File: src/rtl/instruction_memory.sv
// -----------------------------------------------------------------------------
// instruction_memory
//
// Program store for the processor's instruction-fetch port. A program is
// written byte-serially through a valid/ready load port and then served back,
// one registered word per cycle, while run_enable is high.
//
// Ports
//   clock           in   1             system clock, rising edge
//   clear           in   1             synchronous active-low reset
//   load_start      in   1             pulse: start a new program load at address 0
//   load_valid      in   1             load_data is valid this cycle
//   load_last       in   1             load_data is the final program byte
//   load_data       in   DATA_WIDTH    program byte
//   load_ready      out  1             high while loading; byte taken on valid&ready
//   run_enable      in   1             level: serve fetches while high
//   read_address    in   ADDR_WIDTH    fetch address from the processor
//   instruction     out  DATA_WIDTH    fetched word (one-cycle latency)
//   instr_valid     out  1             instruction holds a served fetch
//   out_of_range    out  1             last fetch address >= program_length
//   program_length  out  ADDR_WIDTH+1  number of stored program bytes (0..DEPTH)
//   load_full       out  1             last load ended by filling every word
// -----------------------------------------------------------------------------
module instruction_memory #(
    parameter int unsigned           ADDR_WIDTH = 8,
    parameter int unsigned           DATA_WIDTH = 8,
    parameter logic [DATA_WIDTH-1:0] NOP_WORD   = '0
) (
    input  logic                  clock,
    input  logic                  clear,
    input  logic                  load_start,
    input  logic                  load_valid,
    input  logic                  load_last,
    input  logic [DATA_WIDTH-1:0] load_data,
    output logic                  load_ready,
    input  logic                  run_enable,
    input  logic [ADDR_WIDTH-1:0] read_address,
    output logic [DATA_WIDTH-1:0] instruction,
    output logic                  instr_valid,
    output logic                  out_of_range,
    output logic [ADDR_WIDTH:0]   program_length,
    output logic                  load_full
);

    localparam int unsigned DEPTH = 2 ** ADDR_WIDTH;
    localparam int unsigned LEN_W = ADDR_WIDTH + 1;

    typedef enum logic [1:0] {
        S_IDLE,
        S_LOAD,
        S_RUN
    } state_t;

    state_t                r_state;
    logic [ADDR_WIDTH-1:0] r_wr_ptr;
    logic [LEN_W-1:0]      r_program_length;
    logic                  r_load_full;
    logic [DATA_WIDTH-1:0] r_instruction;
    logic                  r_instr_valid;
    logic                  r_out_of_range;
    logic [DATA_WIDTH-1:0] r_mem [DEPTH];

    logic w_wr_en;
    logic w_in_range;
    logic w_ptr_at_end;

    // A byte is stored only when the load is not being restarted or reset in
    // the same cycle; load_start and clear both outrank the data handshake.
    assign w_wr_en      = clear && !load_start && (r_state == S_LOAD) && load_valid;

    // Compare in ADDR_WIDTH+1 bits so a full program (length == DEPTH) keeps
    // every address in range.
    assign w_in_range   = ({1'b0, read_address} < r_program_length);
    assign w_ptr_at_end = (r_wr_ptr == {ADDR_WIDTH{1'b1}});

    // NOTE: the array has no reset; clearing it would block RAM inference, and
    // program_length == 0 already makes stale contents unreachable.
    always_ff @(posedge clock) begin
        if (w_wr_en) begin
            r_mem[r_wr_ptr] <= load_data;
        end
    end

    // NOTE: all state below uses non-blocking assignments so every register
    // samples the pre-edge values, regardless of statement order.
    always_ff @(posedge clock) begin
        if (!clear) begin
            r_state          <= S_IDLE;
            r_wr_ptr         <= '0;
            r_program_length <= '0;
            r_load_full      <= 1'b0;
            r_instruction    <= NOP_WORD;
            r_instr_valid    <= 1'b0;
            r_out_of_range   <= 1'b0;
        end else begin
            // Fetch outputs fall back to "nothing served" unless RUN overrides.
            r_instruction  <= NOP_WORD;
            r_instr_valid  <= 1'b0;
            r_out_of_range <= 1'b0;

            if (load_start) begin
                // New load from any state; discards the previous program.
                r_state          <= S_LOAD;
                r_wr_ptr         <= '0;
                r_program_length <= '0;
                r_load_full      <= 1'b0;
            end else begin
                case (r_state)
                    S_IDLE: begin
                        if (run_enable && (r_program_length != '0)) begin
                            r_state <= S_RUN;
                        end
                    end

                    S_LOAD: begin
                        if (load_valid) begin
                            r_wr_ptr <= r_wr_ptr + 1'b1;
                            if (load_last) begin
                                r_program_length <= LEN_W'(r_wr_ptr) + LEN_W'(1);
                                r_state          <= S_IDLE;
                            end else if (w_ptr_at_end) begin
                                // Filled the array without a last marker: stop
                                // rather than wrap and overwrite address 0.
                                r_program_length <= LEN_W'(DEPTH);
                                r_load_full      <= 1'b1;
                                r_state          <= S_IDLE;
                            end
                        end
                    end

                    S_RUN: begin
                        if (run_enable) begin
                            r_instruction  <= w_in_range ? r_mem[read_address] : NOP_WORD;
                            r_instr_valid  <= 1'b1;
                            r_out_of_range <= !w_in_range;
                        end else begin
                            r_state <= S_IDLE;
                        end
                    end

                    default: r_state <= S_IDLE;
                endcase
            end
        end
    end

    assign load_ready     = (r_state == S_LOAD);
    assign instruction    = r_instruction;
    assign instr_valid    = r_instr_valid;
    assign out_of_range   = r_out_of_range;
    assign program_length = r_program_length;
    assign load_full      = r_load_full;

endmodule

File: config.mk
export PLATFORM = sky130hd
export DESIGN_NAME = instruction_memory
export DESIGN_NICKNAME = d
export VERILOG_FILES = /design/src/rtl/instruction_memory.sv
export SDC_FILE = /design/constraint.sdc
export NUM_CORES = 2
export LEC_CHECK = 0
export CAP_MARGIN = 25
export CORE_MARGIN = 1
export CORE_UTILIZATION = 45
export DETAILED_ROUTE_END_ITERATION = 8
export PLACE_DENSITY = 0.56
export SETUP_SLACK_MARGIN = 0.2
export SLEW_MARGIN = 20
export SYNTH_ARGS = -nofsm -noshare
export SYNTH_HDL_FRONTEND = slang
export SYNTH_SLANG_ARGS = --single-unit
export TNS_END_PERCENT = 50
File: constraint.sdc
create_clock -name clock -period 2.7 [get_ports clock]
set_clock_uncertainty 0.1 [all_clocks]
set_input_delay 0.54 -clock clock [delete_from_list [all_inputs] [get_ports clock]]
set_output_delay 0.54 -clock clock [all_outputs]
set_load 0.03 [all_outputs]
**Yosys cells after proc, flatten, opt, wreduce, memory -nomap -nowiden**

Memories as Yosys holds them, arrays and structs flattened. A register that Yosys moved wholly into a read port is not among the register bits.
Cells that the tools add are included.
W data, S select, Z words.

- $add $sub $neg: 2
- Magnitude comparators: 1
- Equality and inequality tests: 11
- Mux-type cells: 12
- Bitwise operators: 5
- Reduce and logical (&&, ||, !) cells: 18

Operators with widths:

| operator | count |
|---|---|
| $mux W9 | 2 |
| $reduce_and A4 Y1 | 3 |
| $mux W2 | 5 |
| $add A8 B1 Y9 const B | 1 |
| $lt A8 B9 Y1 | 1 |
| $ne A3 B3 Y1 const B | 3 |
| $reduce_bool A9 Y1 | 1 |
| $add A8 B1 Y8 const B | 1 |
| $eq A8 B8 Y1 const B | 1 |
| $ne A2 B2 Y1 const B | 3 |
| $pmux W2 S3 | 1 |
| $not A1 Y1 | 5 |
| $reduce_or A5 Y1 | 1 |
| $logic_and A1 B1 Y1 | 4 |
| $mux W1 | 4 |
| $ne A4 B3 Y1 const B | 1 |
| $reduce_or A4 Y1 | 1 |
| $ne A3 B2 Y1 const B | 1 |
| $reduce_and A3 Y1 | 1 |
| $reduce_or A3 Y1 | 1 |
| $eq A2 B1 Y1 const B | 1 |
| $eq A2 B2 Y1 const B | 1 |
| $logic_not A1 Y1 | 2 |
| $logic_not A2 Y1 | 1 |
| 3 further kinds | 3 |

- Register bits after elaboration: 22
- Memory bits (writable): 2048
- Output and inout port bits: 21
- Word-level logic and storage cells: 57
- Memories: 1

Memories:

| name | depth | bits a word | read ports | clocked after memory_dff | write ports | RTL line | RTL |
|---|---|---|---|---|---|---|---|
| r_mem | 256 | 8 | 1 | 1 | 1 | 61 | `logic [DATA_WIDTH-1:0] r_mem [DEPTH];` |

**Longest topological paths before layout**

- Word-level depth: 6
- Gate-level depth with buffers: 12

**Worst setup path before layout**

Ideal clock, no wire load.

- Kind: reg2reg
- From: register r_state[0]
- To: memory r_mem[12][0], enable pin
- Setup time: 0.370 ns
- Data arrival time: 2.440 ns
- Required time: 2.230 ns
- Slack: -0.210 ns
- Cell stages (with the launch flop): 9
- Path buffers: 2
- Period minus slack after synthesis: 2.910 ns
- Cells stage by stage: dfxtp_1 > nor2b_1 > and2_1 > buf_2 > nand2_1 > nor3_1 > nand2_1 > clkbuf_1 > nor2_1

- Cells in the longest elaborated chain, start to end: 5

RTL lines:

| element | RTL line | RTL |
|---|---|---|
| start: declaration | 54 | `state_t r_state;` |
| start signal: assignment | 88 | `r_state <= S_IDLE;` |
| start signal: assignment | 103 | `r_state <= S_LOAD;` |
| start signal: assignment | 111 | `r_state <= S_RUN;` |
| $eq A2 B1 Y1 | -- |  |
| via load_ready | 35 | `output logic load_ready,` |
| $logic_and A1 B1 Y1 (2 in series) | 69 | `assign w_wr_en = clear && !load_start && (r_state == S_LOAD) && load_valid;` |
| $mux W1 | 79 | `if (w_wr_en) begin` |
| $mux W1 (not written as such) | 80 | `r_mem[r_wr_ptr] <= load_data;` |
| end: declaration | 61 |  |

The timed path passes the listed nets, and every way through them passes these cells.

**Worst setup path after layout**

- From: input port read_address[0]
- To: register r_instruction[7], in the netlist instruction[7]

- Cells in the longest elaborated chain, start to end: 3

RTL lines:

| element | RTL line | RTL |
|---|---|---|
| start: declaration | 37 | `input logic [ADDR_WIDTH-1:0] read_address,` |
| $lt A8 B9 Y1 | 73 | `assign w_in_range = ({1'b0, read_address} < r_program_length);` |
| $not A1 Y1 (no line) | -- |  |
| $reduce_or A5 Y1 (no line) | -- |  |
| end signal: assignment | 133 | `r_instruction <= w_in_range ? r_mem[read_address] : NOP_WORD;` |
| end: declaration | 58 | `logic [DATA_WIDTH-1:0] r_instruction;` |

Several ways; a longest one is shown, not always the timed one.
A chain may end at the register's enable or synchronous reset.

==> metrics.md <==
| Metric | Value |
|---|---|
| Maximum root-to-sink buffer count | 3 |
| Switching share of power | 0.214 |
| Area Growth Syn to Fin | 20.9% |
| Final worst-path cycle share | 0.931 |
| 1st-iter DRT viols | approximately 5.0k |
| Die width | 426 um |
| Top cells by count, synth | 2048 x edfxtp_1, 395 x mux4_2, 294 x nor2_1, 205 x mux2i_1, 99 x o22ai_1 |
| Vias in the first global route | 42.1k |
| Hold EP | r_mem[224][6] |
| Worst-Margin Slew | 0.759 ns |
| # diodes | 0 |
| Routed length per instance | 29.9 um |
| Clk pin slew, worst setup/hold paths | 0.06 ns |
| Worst-path maximum fanout | 26 |
| Multi-input gate area | 17500 um2 |
| CTS tree | built |
| Max-cap violations | 0 |
| Fmax | 398 MHz |
| Routed wl met2 | 99900 um |
| Clock Latency Late Sink | 0.87 ns |
| CTS Buf Count | 209 |
| Num rows | between 150 and 200 |
| RSZ-0062 raised after global routing | yes |
| Hold path cells | 1 |
| Post-synth EDFFs | 2048 |
| Largest cells by area after synthesis | edfxtp_1 76%, mux4_2 11%, mux2i_1 2.5% |
| Post-synthesis cell area | approximately 81000 um2 |
| Global-route wire length before repair | 308000 um |
| Vias/cell | 5.76 |
| Total Nets Final | 4719 |
| Sequential area share after synthesis | 0.767 |
| Drt first pass iters | 8 |
| Syn Inst Count | roughly 3.8k |
| Non-Filler Instances | approximately 7.2k |
| Uppermost routed layer | met4 |
| Post-synth top area share | 0.760 |
| Synthesized area per cell | 21.1 um2 |
| Io pins | 43 |
| Post-DP HPWL | 144000 um |
| Root buffer selected by CTS | clkbuf_16 |
| # DRC | 0 |
| IO buf count | 42 |
| Lkg Pwr | around 0.032 uW |
| Synth async-reset ratio | 0 |
| Worst R2R Path Depth | 7 |
| Via total after detailed routing | between 40k and 50k |
| Mapped Nets | 3872 |
| Clk pwr share | 0.418 |
| Synth warn | 0 |
| Largest family of logic cells by synthesized area | multiplexers |
| Final hold slack | 0.101 ns |
| Synth Area in Adders | 0.00170 |
| Proportion of synthesized area in mux cells | 0.152 |
| Worst path arrival time | 3.11 ns |
| RR Startpoint | r_mem[186][1] |
| Chip Height | roughly 430 um |
| R2R Setup Slk | ~0.19 ns |
| Max-slew violation count | 0 |
| FF/Latch Area | 62100 um2 |
| Final hold vios | 0 |
| Antenna violations before repair | 4 |
| XOR/XNOR share of the synthesized area | 0.000866 |
| Synth cell types | 65 |
| Setup CP Type | input port to flip-flop |
| Synth area leader | edfxtp_1 |
| Worst hold start | load_data[6] |
| Final ANT Viol Nets | 0 |
| # fillers | 13.6k |
| Met3 WL | 15000 um |
| Outcome | finished, final reports clean |
| Min cycle time layout | 2.51 ns |
| Internal Power | 52700 uW |
| H-Tree Level Count | 4 |
| Slew headroom | 0.489 |
| Dpl cell area | 91200 um2 |
| Combinational Power Share | 0.054 |
| CTS sink cnt | 2078 |
| Peak supply drop | 0.634 mV |
| Net load switching power | ~14000 uW |
| Core Region | 179000 um2 |
| Critical path launch point type | input port |
| Post-Synth Simple-Gate Area | 0.0248 |
| Pin count of the biggest net entering global routing | 109 |
| Initial core utilization | 0.453 |
| Compound-Gate Fraction of Synth Area | 0.0326 |
| Seq pwr share | 0.528 |
| R2r endpoint | instruction[1] |
| Share of cells above drive strength 1 | 0.343 |
| Post-CTS Setup Repair Bufs | 0 |
| M1 wire length | 93400 um |
| Power Dens Cells | 685 nW/um2 |
| Final Wtd Congestion | 0.921 |
| Die ar. | 182000 um2 |
| Main synth FF type | edfxtp_1 |
| Yosys reg bits | 2078 |
| Post-route cell area | 97900 um2 |
| Most frequent cell after synthesis | edfxtp_1 |
| Crit path required time | about 3.3 ns |
| GRT Total Usage | 0.241 |
| # placed instances | ~6.8k |
| # setup viols final | 0 |
| Worst Setup End Kind | flip-flop |
| GRT overflow | 0 |
| Hold Crit Class | input port to flip-flop |
| DRT Wirelength | 216000 um |
## worst max-delay path by stage
stage | start | end | slack, ns | cells after the start
2_1_floorplan | r_state[1] | r_mem[10][0] | 0.17 | 8
3_3_place_gp | read_address[0] | instruction[2] | -0.85 | 12
3_5_place_dp | read_address[0] | instruction[2] | -0.82 | 12
4_1_cts | program_length[7] | program_length[7] | 0.03 | 1
5_1_grt | r_mem[249][1] | instruction[1] | 0.15 | 7
6_report | read_address[0] | instruction[7] | 0.19 | 10
## kinds of logic after synthesis
family	count (synthesis)
XOR/XNOR	8
AND/OR/NAND/NOR	465
buffers and inverters	243
flip-flops	2078
AO/OA/AOI/OAI	372
multiplexers	662
adder cells (fa/ha/maj)	11
## power by group through the flow
stage	combinational (uW)	clock (uW)	sequential, uW
2_1_floorplan	1620	0	36100
3_3_place_gp	3560	0	36100
3_5_place_dp	3590	0	36100
4_1_cts	3600	28500	35400
5_1_grt	3770	29700	35400
6_report	3590	28000	35400
## per-layer routing
| layer | up-vias | track usage |
|---|---|---|
| li1 | 17777 | - |
| met1 | 21961 | 0.351 |
| met2 | 1543 | 0.368 |
| met3 | 296 | 0.0422 |
| met4 | 0 | 0.0824 |
| met5 | - | 0 |
## stage by stage
step           TNS (ns)  worst slack, ns   util  total power, uW
2_1_floorplan         0            0.171      -            37700
3_3_place_gp    -271.75           -0.852  0.510            39700
3_5_place_dp    -240.41           -0.821  0.510            39700
4_1_cts               0           0.0312  0.547            67500
5_1_grt               0            0.152  0.548            68900
6_report              0            0.186  0.548            67000
## worst max-delay path, stage by stage
cell,delay [ns]
buf_8,0.16
buf_4,0.17
buf_12,0.23
mux4_2,0.52
mux2i_1,0.52
a22oi_1,0.19
buf_4,0.19
nand4_1,0.14
o32a_1,0.29
a31oi_1,0.12
## layout by cell type, fill, tap and decap left out, types with 7 or more instances in the layout
master,instances
ha_1,11
nand4_1,19
nand3_1,29
edfxtp_1,2048
clkinv_1,54
clkinv_2,27
a22oi_1,74
mux2_2,20
nand2_1,63
mux2i_1,197
inv_1,14
a22o_1,21
mux4_2,395
clkbuf_16,209
buf_4,661
dfxtp_1,30
nor3_1,11
buf_12,161
a21oi_1,42
clkdlybuf4s50_1,10
nor2b_1,11
mux4_1,42
a211o_1,17
nor2_2,99
a211oi_2,8
clkbuf_1,57
o22ai_1,98
o221ai_1,13
a211oi_1,44
nor2_1,192
mux2i_2,7
o21ai_0,19
dlygate4sd2_1,12
bufinv_16,15
buf_8,8
## repair_timing
item                                    CTS  global route
pin swaps                                 0             1
hold buffers                              4             0
hold endpoints to repair                101             0
endpoints found under the setup margin   26            36
gates resized for setup                  15            25
## area by class of cell
class | instances | share of cell area
clock buffer | 268 | 0.0559
clock inverter | 118 | 0.0112
multi-input combinational | 1518 | 0.179
tap | 2355 | 0.0301
timing repair buffer | 865 | 0.0885
sequential | 2078 | 0.634
inverter | 14 | 0.000537
## state kept, by name (all words and copies together), names as in the netlist
name            flops
instruction         8
load_full           1
instr_valid         1
out_of_range        1
r_state             2
r_wr_ptr            8
program_length      9
r_mem            2048
Power figures use the tool's default switching activity.
